### src/rtl/onebit_pkg.sv
// Shared types and constants for the one-bit SRAM access sequencer.
// Latency: n/a (types, constants and a constant function only).
// Backpressure: n/a.
// Optional macro ONEBIT_DIFF_READ_EN adds the second (QB) sensing pass states.
package onebit_pkg;

   localparam int PRE_CYC_DEF = 1;
   localparam int WL_CYC_DEF  = 2;
   localparam int WR_CYC_DEF  = 2;

`ifdef ONEBIT_DIFF_READ_EN
   typedef enum logic [2:0] {
      S_IDLE, S_PRE, S_ACT, S_SENSE, S_DONE, S_PRE2, S_ACT2, S_SENSE2
   } state_e;
`else
   typedef enum logic [2:0] {
      S_IDLE, S_PRE, S_ACT, S_SENSE, S_DONE
   } state_e;
`endif

   // Cell control bundle, one bit per control line.
   typedef struct packed {
      logic preb;
      logic w_en;
      logic write_bit;
      logic sae;
      logic wl;
      logic wlb;
   } ctrl_t;

   // Idle: bit lines precharged (preb low), everything else off.
   localparam ctrl_t CTRL_IDLE = '{preb: 1'b0, w_en: 1'b0, write_bit: 1'b0,
                                   sae: 1'b0, wl: 1'b0, wlb: 1'b0};

   // Phase counter width: enough to hold the longest phase length.
   function automatic int cnt_width(input int a, input int b, input int c);
      int m;
      m = a;
      if (b > m) m = b;
      if (c > m) m = c;
      return $clog2(m + 1);
   endfunction

endpackage

### src/rtl/onebit_access_ctrl_phase_cnt.sv
// Loadable down-counter timing every multi-cycle phase of an access.
// Latency: load takes effect on the next edge; done is a decode of the count register.
// Backpressure: none; the counter free-runs down to zero and parks there.
// Ports: clk, rst_n, load/load_val (start a phase of load_val+1 cycles), done (count at zero).
module onebit_phase_cnt #(
   parameter int W = 2
) (
   input  logic         clk,
   input  logic         rst_n,
   input  logic         load,
   input  logic [W-1:0] load_val,
   output logic         done
);

   logic [W-1:0] cnt_q, cnt_d;

   always_comb begin
      cnt_d = cnt_q;
      if (load)
         cnt_d = load_val;
      else if (cnt_q != '0)
         cnt_d = cnt_q - W'(1);
   end

   always_ff @(posedge clk or negedge rst_n) begin
      if (!rst_n) cnt_q <= '0;
      else        cnt_q <= cnt_d;
   end

   assign done = (cnt_q == '0);

endmodule

### src/rtl/onebit_access_ctrl.sv
// Sequences a valid/ready read or write into phased one-bit cell controls and returns a response.
// Latency: write rsp after E0+PRE_CYC+WR_CYC, read after E0+PRE_CYC+WL_CYC+1 (doubled sensing with macro).
// Backpressure: req_ready high only in IDLE; one request in flight, at least one idle cycle between.
// Ports: req_* request channel, rsp_* response pulse, sa_out sense-amp input, preb/w_en/write_bit/SAE/WL/WLB cell controls.
// Macro ONEBIT_DIFF_READ_EN: reads sense Q then QB and flag a non-complementary pair on rsp_err.
module onebit_access_ctrl
   import onebit_pkg::*;
#(
   parameter int PRE_CYC = PRE_CYC_DEF,
   parameter int WL_CYC  = WL_CYC_DEF,
   parameter int WR_CYC  = WR_CYC_DEF
) (
   input  logic clk,
   input  logic rst_n,
   input  logic req_valid,
   output logic req_ready,
   input  logic req_we,
   input  logic req_wdata,
   input  logic req_sel,
   input  logic sa_out,
   output logic rsp_valid,
   output logic rsp_data,
   output logic rsp_err,
   output logic preb,
   output logic w_en,
   output logic write_bit,
   output logic SAE,
   output logic WL,
   output logic WLB
);

   if (PRE_CYC < 1 || WL_CYC < 1 || WR_CYC < 1) begin : g_bad_param
      $error("onebit_access_ctrl: phase lengths must be at least 1");
   end

   localparam int CW = cnt_width(PRE_CYC, WL_CYC, WR_CYC);
   localparam logic [CW-1:0] PRE_LD = CW'(PRE_CYC - 1);
   localparam logic [CW-1:0] WL_LD  = CW'(WL_CYC - 1);
   localparam logic [CW-1:0] WR_LD  = CW'(WR_CYC - 1);

   state_e          state_q, state_d;
   ctrl_t           ctrl_q, ctrl_d;
   logic            cnt_load, cnt_done;
   logic [CW-1:0]   cnt_ld_val;
   logic            we_q, we_d, wdata_q, wdata_d;
   logic            req_ready_q, req_ready_d, rsp_valid_q, rsp_valid_d;
   logic            rsp_data_q, rsp_data_d;
`ifdef ONEBIT_DIFF_READ_EN
   logic            samp_q, samp_d, rsp_err_q, rsp_err_d;
`else
   logic            sel_q, sel_d;
`endif

   // Each phase counter load happens on the edge that enters the phase.
   assign cnt_load = (state_d != state_q);
   always_comb begin
      cnt_ld_val = '0;
      case (state_d)
         S_PRE:   cnt_ld_val = PRE_LD;
         S_ACT:   cnt_ld_val = we_q ? WR_LD : WL_LD;
`ifdef ONEBIT_DIFF_READ_EN
         S_PRE2:  cnt_ld_val = PRE_LD;
         S_ACT2:  cnt_ld_val = WL_LD;
`endif
         default: cnt_ld_val = '0;
      endcase
   end

   onebit_phase_cnt #(.W(CW)) u_phase_cnt (
      .clk      (clk),
      .rst_n    (rst_n),
      .load     (cnt_load),
      .load_val (cnt_ld_val),
      .done     (cnt_done)
   );

   // State register
   always_ff @(posedge clk or negedge rst_n) begin
      if (!rst_n) state_q <= S_IDLE;
      else        state_q <= state_d;
   end

   // Next-state logic
   always_comb begin
      state_d = state_q;
      case (state_q)
         S_IDLE:   if (req_valid) state_d = S_PRE;
         S_PRE:    if (cnt_done) state_d = S_ACT;
         S_ACT:    if (cnt_done) state_d = we_q ? S_DONE : S_SENSE;
`ifdef ONEBIT_DIFF_READ_EN
         S_SENSE:  state_d = S_PRE2;
         S_PRE2:   if (cnt_done) state_d = S_ACT2;
         S_ACT2:   if (cnt_done) state_d = S_SENSE2;
         S_SENSE2: state_d = S_DONE;
`else
         S_SENSE:  state_d = S_DONE;
`endif
         S_DONE:   state_d = S_IDLE;
         default:  state_d = S_IDLE;
      endcase
   end

   // Output logic: decoded from the next state so every control is a flop output.
   always_comb begin
      ctrl_d      = CTRL_IDLE;
      req_ready_d = (state_d == S_IDLE);
      rsp_valid_d = (state_d == S_DONE);
      case (state_d)
         S_ACT, S_SENSE: begin
            ctrl_d.preb = 1'b1;
            if (we_q) begin
               ctrl_d.w_en      = 1'b1;
               ctrl_d.write_bit = wdata_q;
               ctrl_d.wl        = 1'b1;
               ctrl_d.wlb       = 1'b1;
            end else begin
               ctrl_d.sae = (state_d == S_SENSE);
`ifdef ONEBIT_DIFF_READ_EN
               ctrl_d.wl  = 1'b1;
`else
               ctrl_d.wl  = !sel_q;
               ctrl_d.wlb = sel_q;
`endif
            end
         end
`ifdef ONEBIT_DIFF_READ_EN
         S_ACT2, S_SENSE2: begin
            ctrl_d.preb = 1'b1;
            ctrl_d.wlb  = 1'b1;
            ctrl_d.sae  = (state_d == S_SENSE2);
         end
`endif
         default: ctrl_d = CTRL_IDLE;
      endcase
   end

   // Request latch and response datapath
   always_comb begin
      we_d       = we_q;
      wdata_d    = wdata_q;
      rsp_data_d = rsp_data_q;
`ifdef ONEBIT_DIFF_READ_EN
      samp_d     = samp_q;
      rsp_err_d  = rsp_err_q;
`else
      sel_d      = sel_q;
`endif
      if (state_q == S_IDLE && req_valid) begin
         we_d    = req_we;
         wdata_d = req_wdata;
`ifndef ONEBIT_DIFF_READ_EN
         sel_d   = req_sel;
`endif
      end
      if (state_q == S_ACT && state_d == S_DONE) begin
         rsp_data_d = wdata_q;
`ifdef ONEBIT_DIFF_READ_EN
         rsp_err_d  = 1'b0;
`endif
      end
`ifdef ONEBIT_DIFF_READ_EN
      if (state_q == S_SENSE) samp_d = sa_out;
      // A healthy cell yields complementary Q/QB samples.
      if (state_q == S_SENSE2) begin
         rsp_data_d = samp_q;
         rsp_err_d  = (sa_out == samp_q);
      end
`else
      // QB port reads the complement; flip back to true polarity.
      if (state_q == S_SENSE) rsp_data_d = sa_out ^ sel_q;
`endif
   end

   always_ff @(posedge clk or negedge rst_n) begin
      if (!rst_n) begin
         ctrl_q      <= CTRL_IDLE;
         req_ready_q <= 1'b1;
         rsp_valid_q <= 1'b0;
         rsp_data_q  <= 1'b0;
         we_q        <= 1'b0;
         wdata_q     <= 1'b0;
`ifdef ONEBIT_DIFF_READ_EN
         samp_q      <= 1'b0;
         rsp_err_q   <= 1'b0;
`else
         sel_q       <= 1'b0;
`endif
      end else begin
         ctrl_q      <= ctrl_d;
         req_ready_q <= req_ready_d;
         rsp_valid_q <= rsp_valid_d;
         rsp_data_q  <= rsp_data_d;
         we_q        <= we_d;
         wdata_q     <= wdata_d;
`ifdef ONEBIT_DIFF_READ_EN
         samp_q      <= samp_d;
         rsp_err_q   <= rsp_err_d;
`else
         sel_q       <= sel_d;
`endif
      end
   end

   assign req_ready = req_ready_q;
   assign rsp_valid = rsp_valid_q;
   assign rsp_data  = rsp_data_q;
`ifdef ONEBIT_DIFF_READ_EN
   assign rsp_err   = rsp_err_q;
`else
   assign rsp_err   = 1'b0;
`endif
   assign preb      = ctrl_q.preb;
   assign w_en      = ctrl_q.w_en;
   assign write_bit = ctrl_q.write_bit;
   assign SAE       = ctrl_q.sae;
   assign WL        = ctrl_q.wl;
   assign WLB       = ctrl_q.wlb;

   a_wl_needs_preb: assert property (@(posedge clk) disable iff (!rst_n) !((WL || WLB) && !preb));
   a_sae_excl_wen:  assert property (@(posedge clk) disable iff (!rst_n) !(SAE && w_en));
   a_both_wl_write: assert property (@(posedge clk) disable iff (!rst_n) !(WL && WLB && !w_en));

endmodule

### config.mk
export PLATFORM = sky130hd
export DESIGN_NAME = onebit_access_ctrl
export DESIGN_NICKNAME = d
export VERILOG_FILES = /design/src/rtl/onebit_pkg.sv /design/src/rtl/onebit_access_ctrl_phase_cnt.sv /design/src/rtl/onebit_access_ctrl.sv
export SDC_FILE = /design/constraint.sdc
export NUM_CORES = 1
export LEC_CHECK = 0
export CAP_MARGIN = 20
export CORE_UTILIZATION = 30
export DETAILED_ROUTE_END_ITERATION = 12
export PLACE_DENSITY = 0.49
export REMOVE_ABC_BUFFERS = 1
export SETUP_SLACK_MARGIN = 0.1
export SLEW_MARGIN = 5
export SYNTH_ARGS = -nofsm -noshare
export SYNTH_HDL_FRONTEND = slang
export SYNTH_HIERARCHICAL = 1
export SYNTH_SLANG_ARGS = --single-unit
### constraint.sdc
create_clock -name clk -period 1.74 [get_ports clk]
set_clock_uncertainty 0.05 [all_clocks]
set_input_delay 0.348 -clock clk [delete_from_list [all_inputs] [get_ports clk]]
set_output_delay 0.348 -clock clk [all_outputs]
set_load 0.01 [all_outputs]
# == Yosys cells after proc, flatten, opt, wreduce, memory -nomap -nowiden ==
# Index checks and enable logic that the tools add are counted.
# op_classes
muxes,14
n_shift,0
order_cmp,0
n_mul,0
div_mod_pow,0
add_sub_neg,1
n_bitwise,1
reduce_logical,10
n_eq_ne,7
# ops
operator,count
$eq A3 B2 Y1 const B,4
$mux W3,4
$pmux W3 S4,1
$mux W2,4
$logic_not A3 Y1,2
$mux W6,1
$reduce_bool A2 Y1,3
$mux W1,4
$eq A3 B1 Y1 const B,1
$eq A3 B3 Y1 const B,1
$ne A3 B3 Y1,1
$logic_and A1 B1 Y1,2
$logic_not A2 Y1,1
$reduce_or A2 Y1,1
$sub A2 B1 Y2 const B,1
$logic_not A1 Y1,1
$xor A1 B1 Y1,1
# word_totals
n_memories,0
output_inout_bits,10
latchBits,0
mem_bits_ro,0
reg_bits,17
ram_bits,0

# == Longest topological paths before layout ==
# logic_depth
ltp_word,7
ltp_mapped,7
mapped_depth_nobuf,7

# == By module ==
# Netlist, hierarchy kept.
# modules_own_cells
mod,area_per_inst_um2,n_inst,cells_per_inst
onebit_access_ctrl,685.7,1,60
onebit_phase_cnt,113.9,1,12

# == Worst setup path after synthesis ==
# No wires, ideal clock.
# synth_path
path_type,register -> register
from,register u_phase_cnt.cnt_q[0]
to,register u_phase_cnt.cnt_q[1]
path_stages_with_launch,7
t_required_ps,1566
setup_ps,124
period_less_slack_ps,1529
setup_slack_ps,211
t_arrival_ps,1355
path_buffers,0
path_cell_list,dfrtp_1 -> inv_1 -> ha_1 -> nor3b_1 -> o21bai_1 -> or2b_1 -> o31a_1
# synth_via
elab_chain_len,5
# synth_lines
element,line_no,source
from (decl),onebit_access_ctrl_phase_cnt.sv:15,"logic [W-1:0] cnt_q, cnt_d;"
from (signal assigned),onebit_access_ctrl_phase_cnt.sv:27,else cnt_q <= cnt_d;
$logic_not A2 Y1 *,onebit_access_ctrl_phase_cnt.sv:30,assign done = (cnt_q == '0);
net cnt_done,onebit_access_ctrl.sv:43,"logic cnt_load, cnt_done;"
$mux W3 (on tied branches),"onebit_access_ctrl.sv:89, onebit_access_ctrl.sv:88",
$pmux W3 S4 *,onebit_access_ctrl.sv:86,case (state_q)
$ne A3 B3 Y1 *,onebit_access_ctrl.sv:55,assign cnt_load = (state_d != state_q);
net cnt_load,onebit_access_ctrl.sv:43,
$mux W2 / $reduce_bool A2 Y1 (equally long branches),--,
# The timed path passes the listed nets; every way through them passes the cells marked *. The select of a mux whose other input is x is not followed.
# A chain may end at the register's enable or synchronous reset.

# == Final worst setup path ==
# layout_path
from,"register ctrl_q, in the netlist write_bit"
to,output port write_bit
# layout_lines
element,line_no,source
from (decl),onebit_access_ctrl.sv:42,"ctrl_t ctrl_q, ctrl_d;"
from (signal assigned),onebit_access_ctrl.sv:189,ctrl_q <= ctrl_d;
to (decl),onebit_access_ctrl.sv:26,"output logic write_bit,"
# No word-level cell between the ends.

==> PnR_summary.wiki <==
{| class="wikitable"
! Metric !! Value
|-
| Number of standard cells in the final layout excluding fillers || 122
|-
| Initial standard-cell utilization of the core || 32.0%
|-
| Average wire per standard cell || 11.6 µm
|-
| Final hold vios || 0
|-
| Sum of buffers and inverters on the critical path || 1
|-
| Registers with the most flip-flops || state_q: 3 flops, u_phase_cnt/cnt_q: 2 flops
|-
| CTS Buffer Depth || 2
|-
| First-pass GRT wire length || 2390 µm
|-
| Sum of overflow across all layers after global routing || 0
|-
| Post-synthesis to final-layout area growth || 29.1%
|-
| Detail Route Antenna Nets || 0
|-
| Library cell with the largest summed area after synthesis || sky130_fd_sc_hd__dfrtp_1
|-
| Synthesized-area fraction occupied by xor and xnor cells || 2.19%
|-
| Beginning of the worst register-to-register path || u_phase_cnt/cnt_q[0]
|-
| Final setup violating endpoints || 0
|-
| Via count || 562
|-
| Synthesized-area fraction occupied by adder cells || 1.56%
|-
| Register-to-Register Setup Slack || 210 ps
|-
| Max frequency || 0.637 GHz
|-
| Worst setup path startpoint || write_bit
|-
| Clock buffers created by TritonCTS || 3
|-
| Total half-perimeter wirelength after legalization and detailed placement || 1030 µm
|-
| Final critical-path required period || 1570 ps
|-
| Number of distinct library cells after synthesis || 36
|-
| Maximum number of pins on one net before global-route repair || 13
|-
| DR iter-0 viols || 16
|-
| Nature of the critical path startpoint || flip-flop
|-
| Max-slew violation count || 0
|-
| Max capacitance violation total || 0
|-
| Top post-synthesis cells by area || sky130_fd_sc_hd__dfrtp_1 50%, sky130_fd_sc_hd__dfstp_2 3.3%, sky130_fd_sc_hd__nor4b_4 3.0%, sky130_fd_sc_hd__buf_6 2.8%, sky130_fd_sc_hd__mux2_2 2.8%
|-
| All-layer global routing usage || 12.1%
|-
| Critical path required time || 1340 ps
|-
| Total placed instance area || 987 µm²
|-
| Type of the worst setup path || flip-flop to primary output
|-
| # rows || 18
|-
| Share of synthesized area spent on multiplexers || 2.82%
|-
| Average footprint of a synthesized cell || 11.1 µm²
|-
| Core ar. || 2500 µm²
|-
| Share of final-layout standard cells stronger than drive strength 1 || 20.7%
|-
| DIE WIDTH || 53.6 µm
|-
| PortBufs || 15
|-
| Arr. time, crit path || 1170 ps
|-
| Crit. path cell count || 1
|-
| Endpoint of the most critical setup path || write_bit
|-
| PnR Total Power || 0.00169 W
|-
| Main combinational cell family by area after synthesis || simple AND/OR/NAND/NOR gates
|-
| Worst flop-to-flop path endpoint || u_phase_cnt/cnt_q[1]
|-
| Count of buffers added by post-CTS timing repair for setup || 0
|-
| Fillers || 244
|-
| Register with the highest flop count || state_q
|-
| Max FO, Critical Path || 1
|-
| Power density over the cells || 1640 nW/µm²
|-
| Most frequent cells after synthesis || 16 x sky130_fd_sc_hd__dfrtp_1, 6 x sky130_fd_sc_hd__nor2_1, 4 x sky130_fd_sc_hd__inv_1, 4 x sky130_fd_sc_hd__nand2_1, 4 x sky130_fd_sc_hd__nor3_1
|-
| Design Area, Final || 1030 µm²
|-
| Number of placed instances with taps included || 118
|-
| Leakage || 0.445 nW
|-
| Critical Path, Cell by Cell || clkdlybuf4s50_1
|-
| Type of element capturing the critical path || primary output
|-
| Summed instance area of the synthesized netlist || 800 µm²
|-
| Quantity of hold-fixing buffers added after cts || 0
|-
| Most instantiated flip-flop cell in the synthesis netlist || sky130_fd_sc_hd__dfrtp_1
|-
| Register clock-pin slew on the reported worst setup and hold paths || 100 ps
|-
| Global placement routability congestion || 0.709
|-
| Number of warnings printed during yosys synthesis || 6
|-
| R2r worst-path depth || 6
|-
| Die boundary height || 53.6 µm
|-
| Fraction of the yosys area taken by sequential cells || 53.4%
|-
| Critical Path Max Stage Delay || 530 ps
|-
| N_diodes || 0
|-
| Final routed wirelength across all metal layers || 1420 µm
|-
| Min-delay worst type || primary input to asynchronous set/reset pin
|-
| Root buffer cell || sky130_fd_sc_hd__clkbuf_4
|-
| Sum of negative setup slack || 0 ps
|-
| Clock tree from TritonCTS || yes
|-
| Number of sinks on the clock net || 17
|-
| Post-synthesis sequential element count || 17
|-
| Number of flip-flops in the largest register || 3
|-
| 1st-pass router iterations || 4
|-
| Antenna violations before repair || 0
|-
| Mean number of vias per cell || 4.61
|-
| IO Count || 17
|-
| Count of flip-flops with a built-in enable after synthesis || 0
|-
| Outcome || finished, final reports clean
|-
| Cell with the biggest individual delay on the critical path || sky130_fd_sc_hd__clkdlybuf4s50_1
|-
| Simple-gate portion of the synthesized area || 21.9%
|-
| DRC violations left || 0
|-
| Number of H-tree levels || 1
|-
| Ratio of final minimum period to clock period || 90.2%
|-
| Net count reported at finish || 101
|-
| CP delay by family, top || buffers and inverters
|-
| Worst hold margin || 234 ps
|-
| Clock latency on the worst-skew pair || 290 ps
|-
| Vias in the first global route || 520
|-
| Peak supply drop || 0.827 mV
|-
| RSZ-0062 raised after global routing || yes
|-
| Fraction of registers with async set/reset || 100%
|-
| Compound-cell area share of the yosys netlist || 11.6%
|-
| Die area || 2880 µm²
|-
| Post-synthesis cell count || 72
|-
| Most frequent cell after synthesis || sky130_fd_sc_hd__dfrtp_1
|-
| Share of Yosys cell area claimed by the top area cell type || 50.1%
|}
stage by stage:
stage	utilization (%)	setup slack [ps]
floorplan	-	207
global placement	39.5	-93.2
detailed placement	39.5	-123
CTS	40.6	120
global route	41.3	85.7
finish	41.3	171
routing by layer:
layer / share of wire [%] / vias up / wire, µm / GRT usage [%]
li1: - / 284 / - / -
met4: 0.71 / 0 / 10 / 2.63
met1: 46 / 262 / 658 / 16.1
met5: 0 / - / 0 / 0
met2: 47 / 14 / 670 / 17.5
met3: 5.6 / 2 / 79 / 5.93
layout make-up:
type / instances / area [µm²] / area share (%)
Clock buffer: 3 / 22.5 / 2.18
Inverter: 4 / 15.0 / 1.45
Tap cell: 30 / 37.5 / 3.64
Timing Repair Buffer: 19 / 181 / 17.6
Multi-Input combinational cell: 48 / 343 / 33.2
Sequential cell: 17 / 428 / 41.5
Clock inverter: 1 / 5.00 / 0.485
cells by family after synthesis:
logic type,count (synthesis)
AO/OA/AOI/OAI,13
XOR/XNOR,2
adder cells (fa/ha/maj),1
buffers and inverters,8
flip-flops,17
multiplexers,2
other,1
AND/OR/NAND/NOR,28
how the worst min path moves through the flow:
stage / startpoint / end / slack [ps]
CTS: rst_n / u_phase_cnt/cnt_q[1] / 240
global route: rst_n / u_phase_cnt/cnt_q[1] / 240
detailed placement: wdata_q / write_bit / 490
finish: rst_n / u_phase_cnt/cnt_q[1] / 230
global placement: wdata_q / wdata_q / 490
floorplan: rst_n / SAE / 2
report_power, final:
part	leakage (nW)	internal (W)	total (W)	switching, W
clock network	0.0177	0.0000855	0.000211	0.000125
registers	0.213	0.000558	0.000709	0.000151
logic	0.214	0.000423	0.000772	0.000348
cells in the final DEF (no fill, tap or decap), drive strengths merged, types with 2 or more instances in the layout:
cell,instances
clkbuf,3
a211oi,2
nor4b,2
nor2,6
inv,4
a31oi,2
nand2b,2
conb,2
mux2,2
buf,4
dfrtp,16
nor3,4
a21oi,2
clkdlybuf4s50,13
o21ai,2
nor3b,2
nand2,4
what timing repair did:
item,4_1_cts,5_1_grt
pin swaps,0,1
gates resized for setup,2,4
endpoints found under the setup margin,2,2
hold endpoints to repair,0,0
No activity file was read; power rests on OpenSTA's default activity.
